File: config.mk
export PLATFORM = sky130hd
export DESIGN_NAME = bcd_calc_core
export DESIGN_NICKNAME = d
export VERILOG_FILES = /design/src/rtl/bcd_calc_core.sv
export SDC_FILE = /design/constraint.sdc
export NUM_CORES = 1
export LEC_CHECK = 0
export CORE_UTILIZATION = 45
export DETAILED_ROUTE_END_ITERATION = 10
export HOLD_SLACK_MARGIN = 0.12
export PLACE_DENSITY_LB_ADDON = 0.12
export SYNTH_ARGS = -nofsm -noshare
export SYNTH_HDL_FRONTEND = slang
export SYNTH_SLANG_ARGS = --single-unit
File: constraint.sdc
create_clock -name clk -period 5.65 [get_ports clk]
set_input_delay 0.565 -clock clk [delete_from_list [all_inputs] [get_ports clk]]
set_output_delay 0.565 -clock clk [all_outputs]
set_load 0.02 [all_outputs]
File: src/rtl/bcd_calc_core.sv
// Keypad-driven BCD calculator core: shift-in entry of two DIGITS-wide BCD operands,
// then a digit-serial add/subtract producing a signed (DIGITS+1)-digit result.
module bcd_calc_core #(
    parameter int DIGITS = 4
) (
    input  logic                      clk,
    input  logic                      rst,
    input  logic                      key_strobe,
    input  logic [3:0]                key_code,
    output logic [1:0]                st,
    output logic [4*(DIGITS+1)-1:0]   disp_bcd,
    output logic                      neg,
    output logic                      op_sub,
    output logic                      busy,
    output logic                      result_valid,
    output logic                      err
);
    localparam int W  = 4 * DIGITS;
    localparam int RW = 4 * (DIGITS + 1);
    localparam int CW = $clog2(DIGITS + 1);
    localparam int IW = $clog2(DIGITS);

    localparam logic [1:0] ENTER_A = 2'd0;
    localparam logic [1:0] ENTER_B = 2'd1;
    localparam logic [1:0] CALC    = 2'd2;
    localparam logic [1:0] DONE    = 2'd3;

    localparam logic [2:0] K_NONE = 3'd0;
    localparam logic [2:0] K_DIG  = 3'd1;
    localparam logic [2:0] K_OP   = 3'd2;
    localparam logic [2:0] K_EQ   = 3'd3;
    localparam logic [2:0] K_CLR  = 3'd4;
    localparam logic [2:0] K_BS   = 3'd5;

    logic [W-1:0]  a_r, b_r, x_r, y_r;
    logic [RW-1:0] r_r;
    logic [CW-1:0] cnt_a_r, cnt_b_r;
    logic [IW-1:0] idx_r;
    logic          carry_r, neg_r;

    logic [1:0]    st_nxt;
    logic [W-1:0]  a_nxt, b_nxt, x_nxt, y_nxt;
    logic [RW-1:0] r_nxt;
    logic [CW-1:0] cnt_a_nxt, cnt_b_nxt;
    logic [IW-1:0] idx_nxt;
    logic          carry_nxt, neg_nxt, op_nxt, err_s, rv_s;

    logic [2:0]    kc_s;
    logic [3:0]    xd_s, yd_s, dig_s;
    logic [4:0]    sum_s, rhs_s, diff_s;
    logic          c_s;

    // Classify the incoming key into the command groups the FSM reacts to.
    always_comb begin
        kc_s = K_NONE;
        if (!key_strobe) begin
            kc_s = K_NONE;
        end else begin
            case (key_code)
                4'd10, 4'd11: kc_s = K_OP;
                4'd12:        kc_s = K_EQ;
                4'd13:        kc_s = K_CLR;
                4'd14:        kc_s = K_BS;
                4'd15:        kc_s = K_NONE;
                default:      kc_s = K_DIG;
            endcase
        end
    end

    // One BCD digit of X +/- Y with incoming carry/borrow.
    always_comb begin
        xd_s   = x_r[{idx_r, 2'b00} +: 4];
        yd_s   = y_r[{idx_r, 2'b00} +: 4];
        sum_s  = {1'b0, xd_s} + {1'b0, yd_s} + {4'b0000, carry_r};
        rhs_s  = {1'b0, yd_s} + {4'b0000, carry_r};
        diff_s = 5'd0;
        dig_s  = 4'd0;
        c_s    = 1'b0;
        if (op_r_sub()) begin
            if ({1'b0, xd_s} < rhs_s) begin
                diff_s = {1'b0, xd_s} + 5'd10 - rhs_s;
                c_s    = 1'b1;
            end else begin
                diff_s = {1'b0, xd_s} - rhs_s;
                c_s    = 1'b0;
            end
            dig_s = diff_s[3:0];
        end else begin
            if (sum_s > 5'd9) begin
                diff_s = sum_s - 5'd10;
                c_s    = 1'b1;
            end else begin
                diff_s = sum_s;
                c_s    = 1'b0;
            end
            dig_s = diff_s[3:0];
        end
    end

    function automatic logic op_r_sub();
        return op_sub;
    endfunction

    // Next-state logic for entry, calculation and chaining.
    always_comb begin
        st_nxt    = st;
        a_nxt     = a_r;
        b_nxt     = b_r;
        x_nxt     = x_r;
        y_nxt     = y_r;
        r_nxt     = r_r;
        cnt_a_nxt = cnt_a_r;
        cnt_b_nxt = cnt_b_r;
        idx_nxt   = idx_r;
        carry_nxt = carry_r;
        neg_nxt   = neg_r;
        op_nxt    = op_sub;
        err_s     = 1'b0;
        rv_s      = 1'b0;
        case (st)
            CALC: begin
                r_nxt[{idx_r, 2'b00} +: 4] = dig_s;
                carry_nxt = c_s;
                if (idx_r == IW'(DIGITS - 1)) begin
                    r_nxt[W +: 4] = op_sub ? 4'd0 : {3'b000, c_s};
                    st_nxt = DONE;
                    rv_s   = 1'b1;
                end else begin
                    idx_nxt = idx_r + IW'(1);
                end
            end
            default: begin
                case (kc_s)
                    K_CLR: begin
                        a_nxt     = {W{1'b0}};
                        b_nxt     = {W{1'b0}};
                        r_nxt     = {RW{1'b0}};
                        cnt_a_nxt = {CW{1'b0}};
                        cnt_b_nxt = {CW{1'b0}};
                        neg_nxt   = 1'b0;
                        op_nxt    = 1'b0;
                        st_nxt    = ENTER_A;
                    end
                    K_DIG: begin
                        if (st == ENTER_A) begin
                            if (cnt_a_r < CW'(DIGITS)) begin
                                a_nxt     = {a_r[W-5:0], key_code};
                                cnt_a_nxt = cnt_a_r + CW'(1);
                            end else begin
                                err_s = 1'b1;
                            end
                        end else if (st == ENTER_B) begin
                            if (cnt_b_r < CW'(DIGITS)) begin
                                b_nxt     = {b_r[W-5:0], key_code};
                                cnt_b_nxt = cnt_b_r + CW'(1);
                            end else begin
                                err_s = 1'b1;
                            end
                        end else begin
                            a_nxt     = {{(W-4){1'b0}}, key_code};
                            cnt_a_nxt = CW'(1);
                            b_nxt     = {W{1'b0}};
                            neg_nxt   = 1'b0;
                            st_nxt    = ENTER_A;
                        end
                    end
                    K_BS: begin
                        if (st == ENTER_A) begin
                            a_nxt     = {4'h0, a_r[W-1:4]};
                            cnt_a_nxt = (cnt_a_r == {CW{1'b0}}) ? cnt_a_r : cnt_a_r - CW'(1);
                        end else if (st == ENTER_B) begin
                            b_nxt     = {4'h0, b_r[W-1:4]};
                            cnt_b_nxt = (cnt_b_r == {CW{1'b0}}) ? cnt_b_r : cnt_b_r - CW'(1);
                        end else begin
                            a_nxt = a_r;
                        end
                    end
                    K_OP: begin
                        if (st == ENTER_A) begin
                            op_nxt    = key_code[0];
                            b_nxt     = {W{1'b0}};
                            cnt_b_nxt = {CW{1'b0}};
                            st_nxt    = ENTER_B;
                        end else if (st == ENTER_B) begin
                            op_nxt = key_code[0];
                        end else if ((r_r[W +: 4] == 4'd0) && !neg_r) begin
                            // Chain: the previous result becomes the new first operand.
                            a_nxt     = r_r[W-1:0];
                            cnt_a_nxt = CW'(DIGITS);
                            op_nxt    = key_code[0];
                            b_nxt     = {W{1'b0}};
                            cnt_b_nxt = {CW{1'b0}};
                            st_nxt    = ENTER_B;
                        end else begin
                            err_s = 1'b1;
                        end
                    end
                    K_EQ: begin
                        if (st == ENTER_B) begin
                            // Subtract always runs larger minus smaller; the sign is kept apart.
                            if (op_sub && (a_r < b_r)) begin
                                x_nxt   = b_r;
                                y_nxt   = a_r;
                                neg_nxt = 1'b1;
                            end else begin
                                x_nxt   = a_r;
                                y_nxt   = b_r;
                                neg_nxt = 1'b0;
                            end
                            idx_nxt   = {IW{1'b0}};
                            carry_nxt = 1'b0;
                            r_nxt     = {RW{1'b0}};
                            st_nxt    = CALC;
                        end else begin
                            st_nxt = st;
                        end
                    end
                    default: st_nxt = st;
                endcase
            end
        endcase
    end

    // Architectural state registers.
    always_ff @(posedge clk or posedge rst) begin
        if (rst) begin
            a_r     <= {W{1'b0}};
            b_r     <= {W{1'b0}};
            x_r     <= {W{1'b0}};
            y_r     <= {W{1'b0}};
            r_r     <= {RW{1'b0}};
            cnt_a_r <= {CW{1'b0}};
            cnt_b_r <= {CW{1'b0}};
            idx_r   <= {IW{1'b0}};
            carry_r <= 1'b0;
            neg_r   <= 1'b0;
            op_sub  <= 1'b0;
            st      <= ENTER_A;
        end else begin
            a_r     <= a_nxt;
            b_r     <= b_nxt;
            x_r     <= x_nxt;
            y_r     <= y_nxt;
            r_r     <= r_nxt;
            cnt_a_r <= cnt_a_nxt;
            cnt_b_r <= cnt_b_nxt;
            idx_r   <= idx_nxt;
            carry_r <= carry_nxt;
            neg_r   <= neg_nxt;
            op_sub  <= op_nxt;
            st      <= st_nxt;
        end
    end

    // Registered display and status outputs derived from the next state.
    always_ff @(posedge clk or posedge rst) begin
        if (rst) begin
            disp_bcd     <= {RW{1'b0}};
            neg          <= 1'b0;
            busy         <= 1'b0;
            result_valid <= 1'b0;
            err          <= 1'b0;
        end else begin
            case (st_nxt)
                ENTER_A: disp_bcd <= {4'h0, a_nxt};
                DONE:    disp_bcd <= r_nxt;
                default: disp_bcd <= {4'h0, b_nxt};
            endcase
            neg          <= (st_nxt == DONE) ? neg_nxt : 1'b0;
            busy         <= (st_nxt == CALC);
            result_valid <= rv_s;
            err          <= err_s;
        end
    end
endmodule

==> impl_metrics.csv <==
group,metric,value,unit
critical_path,r2r_start,"idx_r[0]",
critical_path,r2r_end,"disp_bcd[2]",
floorplan,rows,51,
synth,synth_edf_count,0,
critical_path,crit_fanout,10,
timing,setup_viol,0,
placement,placed_cells,1266,
timing,fin_worst_skew,0.009013,ns
drt,viasPerCell,6.506,
hold_path,holdCritPathClass,"in2async",
synth,yosys_warnings,0,
synth,synthesis.area,8925,µm²
placement,dp_hpwl,22020,µm
timing,slew_violations,0,
clock_tree,cts_setup_buffers,0,
pwr,finalPower,5.659,mW
synth,syn_nets,1096,
finish,drive_gt1_frac,0.08616,
drt,vias,8445,
drt,wire_per_inst,24.47,µm
clock_tree,insertion_delay,0.43,ns
global_routing,globalRouteOverflowTotal,0,
floorplan,start_util,0.4586,
drt,wl,31760,µm
drt,first_pass_iters,5,
pwr,power_density,562.9,nW/µm²
synth,synthDistinctLibCells,79,
finish,fin_nets,1078,
global_routing,antenna_found_initial,0,
floorplan,num_io_pins,34,
clock_tree,clockBufferDepth,2,
critical_path,critPathKind,"reg2reg",
global_routing,grt_pass1_wl,49180,µm
floorplan,die_h,142.8,µm
critical_path,end_kind,"flip-flop",
clock_tree,htree_num_levels,4,
timing,fin_crit,4.371,ns
clock_tree,numCtsBuffers,17,
outcome,outcome,"completed",
floorplan,coreArea,19460,µm²
synth,synth_top_area_frac,0.3393,
pwr,peakVddDrop,0.0004283,V
clock_tree,cts-resized-gates,0,
timing,hold_viol,0,
clock_tree,path_clk_slew,0.06,ns
flow_run,max-cap-violations,0,
synth,synth_common_cells,"dfrtp_1, nor2_1, nand2_1",
floorplan,die_width,142.8,µm
synth,yosys.cell_count.top_type,"dfrtp_1",
clock_tree,clock_sinks,121,
critical_path,cp.required,5.97,ns
floorplan,dieArea,20400,µm²
timing,tightest_slew,1.243,ns
synth,yosysTopAreaCell,"dfrtp_1",
clock_tree,holdBufCountCts,0,
critical_path,reg2regPathDepth,10,
drt,drt_iter0_drc,955,
global_routing,grt_pass1_vias,8097,
critical_path,rrSetupSlack,1.28,ns
timing,hold_ws,0.5095,ns
finish,diodes,0,
synth,synth-async-reset-ratio,1.000,
placement,gp_congestion,0.9337,
finish,finalNonFillerCells,1298,
critical_path,crit_arrival,4.69,ns
synth,yosys_most_used_dff,"dfrtp_1",
synth,syn_area_per_cell,8.598,µm²
timing,fin_crit_sh,0.7737,
timing,grt_setup_unrepaired,"false",
synth,syn_inst,1038,
clock_tree,cts-root-buf,"clkbuf_16",
synth,synth_seq_cells,121,
synth,seq_area_frac_synth,0.3393,
timing,tns,0,ns
placement,portBuffers,33,
clock_tree,tritoncts,"built",
timing,fmax,228.8,MHz
drt,postRouteAntennaNets,0,
global_routing,grt_max_degree,65,
pwr,p_leak,4.218,nW
drt,drc_errors,0,
synth,synthTopCellsByArea,"dfrtp_1, ha_1, nor2_1",
finish,syn_to_final_growth,12.65,%
timing,slew_headroom,0.1697,
critical_path,startpoint_type,"flip-flop",
global_routing,grtUsageTotal,0.3268,
[critical path, stage by stage, from the launching register on]
cell and delay, ns:
dfrtp_1 0.63, mux4_2 0.63, fa_1 0.46, fa_1 0.42
xnor2_1 0.23, ha_1 0.29, a221oi_1 0.50, o21bai_1 0.14
a311oi_1 0.46, a211oi_4 0.16, a211oi_1 0.34
[worst max-delay path by stage]
stage	startpoint	endpoint	cells after the start
floorplan	idx_r[0]	disp_bcd[13]	13
global placement	key_code[1]	disp_bcd[15]	11
detailed placement	key_strobe	disp_bcd[5]	10
CTS	idx_r[0]	disp_bcd[2]	10
global route	idx_r[0]	disp_bcd[7]	10
finish	idx_r[0]	disp_bcd[2]	10
[report_power, final]
| part | internal, mW | switching [mW] | total (mW) |
|---|---|---|---|
| clock network | 0.766 | 0.452 | 1.22 |
| registers | 1.08 | 0.278 | 1.35 |
| logic | 1.05 | 2.03 | 3.09 |
| total | 2.90 | 2.76 | 5.66 |
[layout by cell type, fill, tap and decap left out, types with 9 or more instances in the layout]
master / instances
dfrtp_1: 121
nor2_1: 103
nand2_1: 92
nand3_1: 58
inv_1: 49
ha_1: 46
o21ai_0: 44
nor3_1: 41
a21oi_1: 34
o31ai_1: 33
o311a_1: 33
clkdlybuf4s50_1: 33
mux2i_1: 22
a22o_1: 22
buf_4: 20
clkbuf_16: 17
and3_1: 15
o2bb2ai_1: 14
nand2b_1: 11
nor2b_1: 11
and2_1: 9
mux2_2: 9
a22oi_1: 9
[cell families after synthesis]
logic type | share of synthesized area
adders and majority gates | 0.07570
and+or+nand+nor | 0.1992
muxes | 0.05369
DFF | 0.3393
buffers and inverters | 0.06056
AOI/OAI and AO/OA | 0.2627
xor gates and xnor gates | 0.008832
[routing by layer]
metal | vias to the layer above | track usage | share of wire | wire length [µm]
li1 | 3813 | - | - | -
met1 | 4101 | 0.4497 | 0.43 | 13760
met2 | 447 | 0.4690 | 0.43 | 13640
met3 | 84 | 0.07478 | 0.086 | 2745
met4 | 0 | 0.1873 | 0.051 | 1613
met5 | - | 0 | 0 | 0
[flip-flops by register name, indices dropped and copies added, names as in the netlist, 2 cells and up]
| name | cells |
|---|---|
| y_r | 16 |
| idx_r | 2 |
| a_r | 16 |
| r_r | 20 |
| st | 2 |
| cnt_b_r | 3 |
| cnt_a_r | 3 |
| disp_bcd | 20 |
| b_r | 16 |
| x_r | 16 |
[final cells by class]
cell class | count | area (µm²)
clock inverter | 13 | 192.7
timing repair buffer | 53 | 480.5
clock buffer | 19 | 452.9
inverter | 51 | 193.9
fill | 1835 | 9409
multi-input combinational | 776 | 5374
sequential | 121 | 3028
tap | 265 | 331.6
[metrics by stage]
stage,cell area [µm²],setup WS (ns),util
4_1_cts,10050,1.335,0.5166
3_5_place_dp,9408,1.307,0.4834
6_report,10050,1.279,0.5166
5_1_grt,10050,0.9931,0.5166
3_3_place_gp,9408,1.368,0.4834
2_1_floorplan,8925,1.477,-
(Power assumes the default switching activity.)
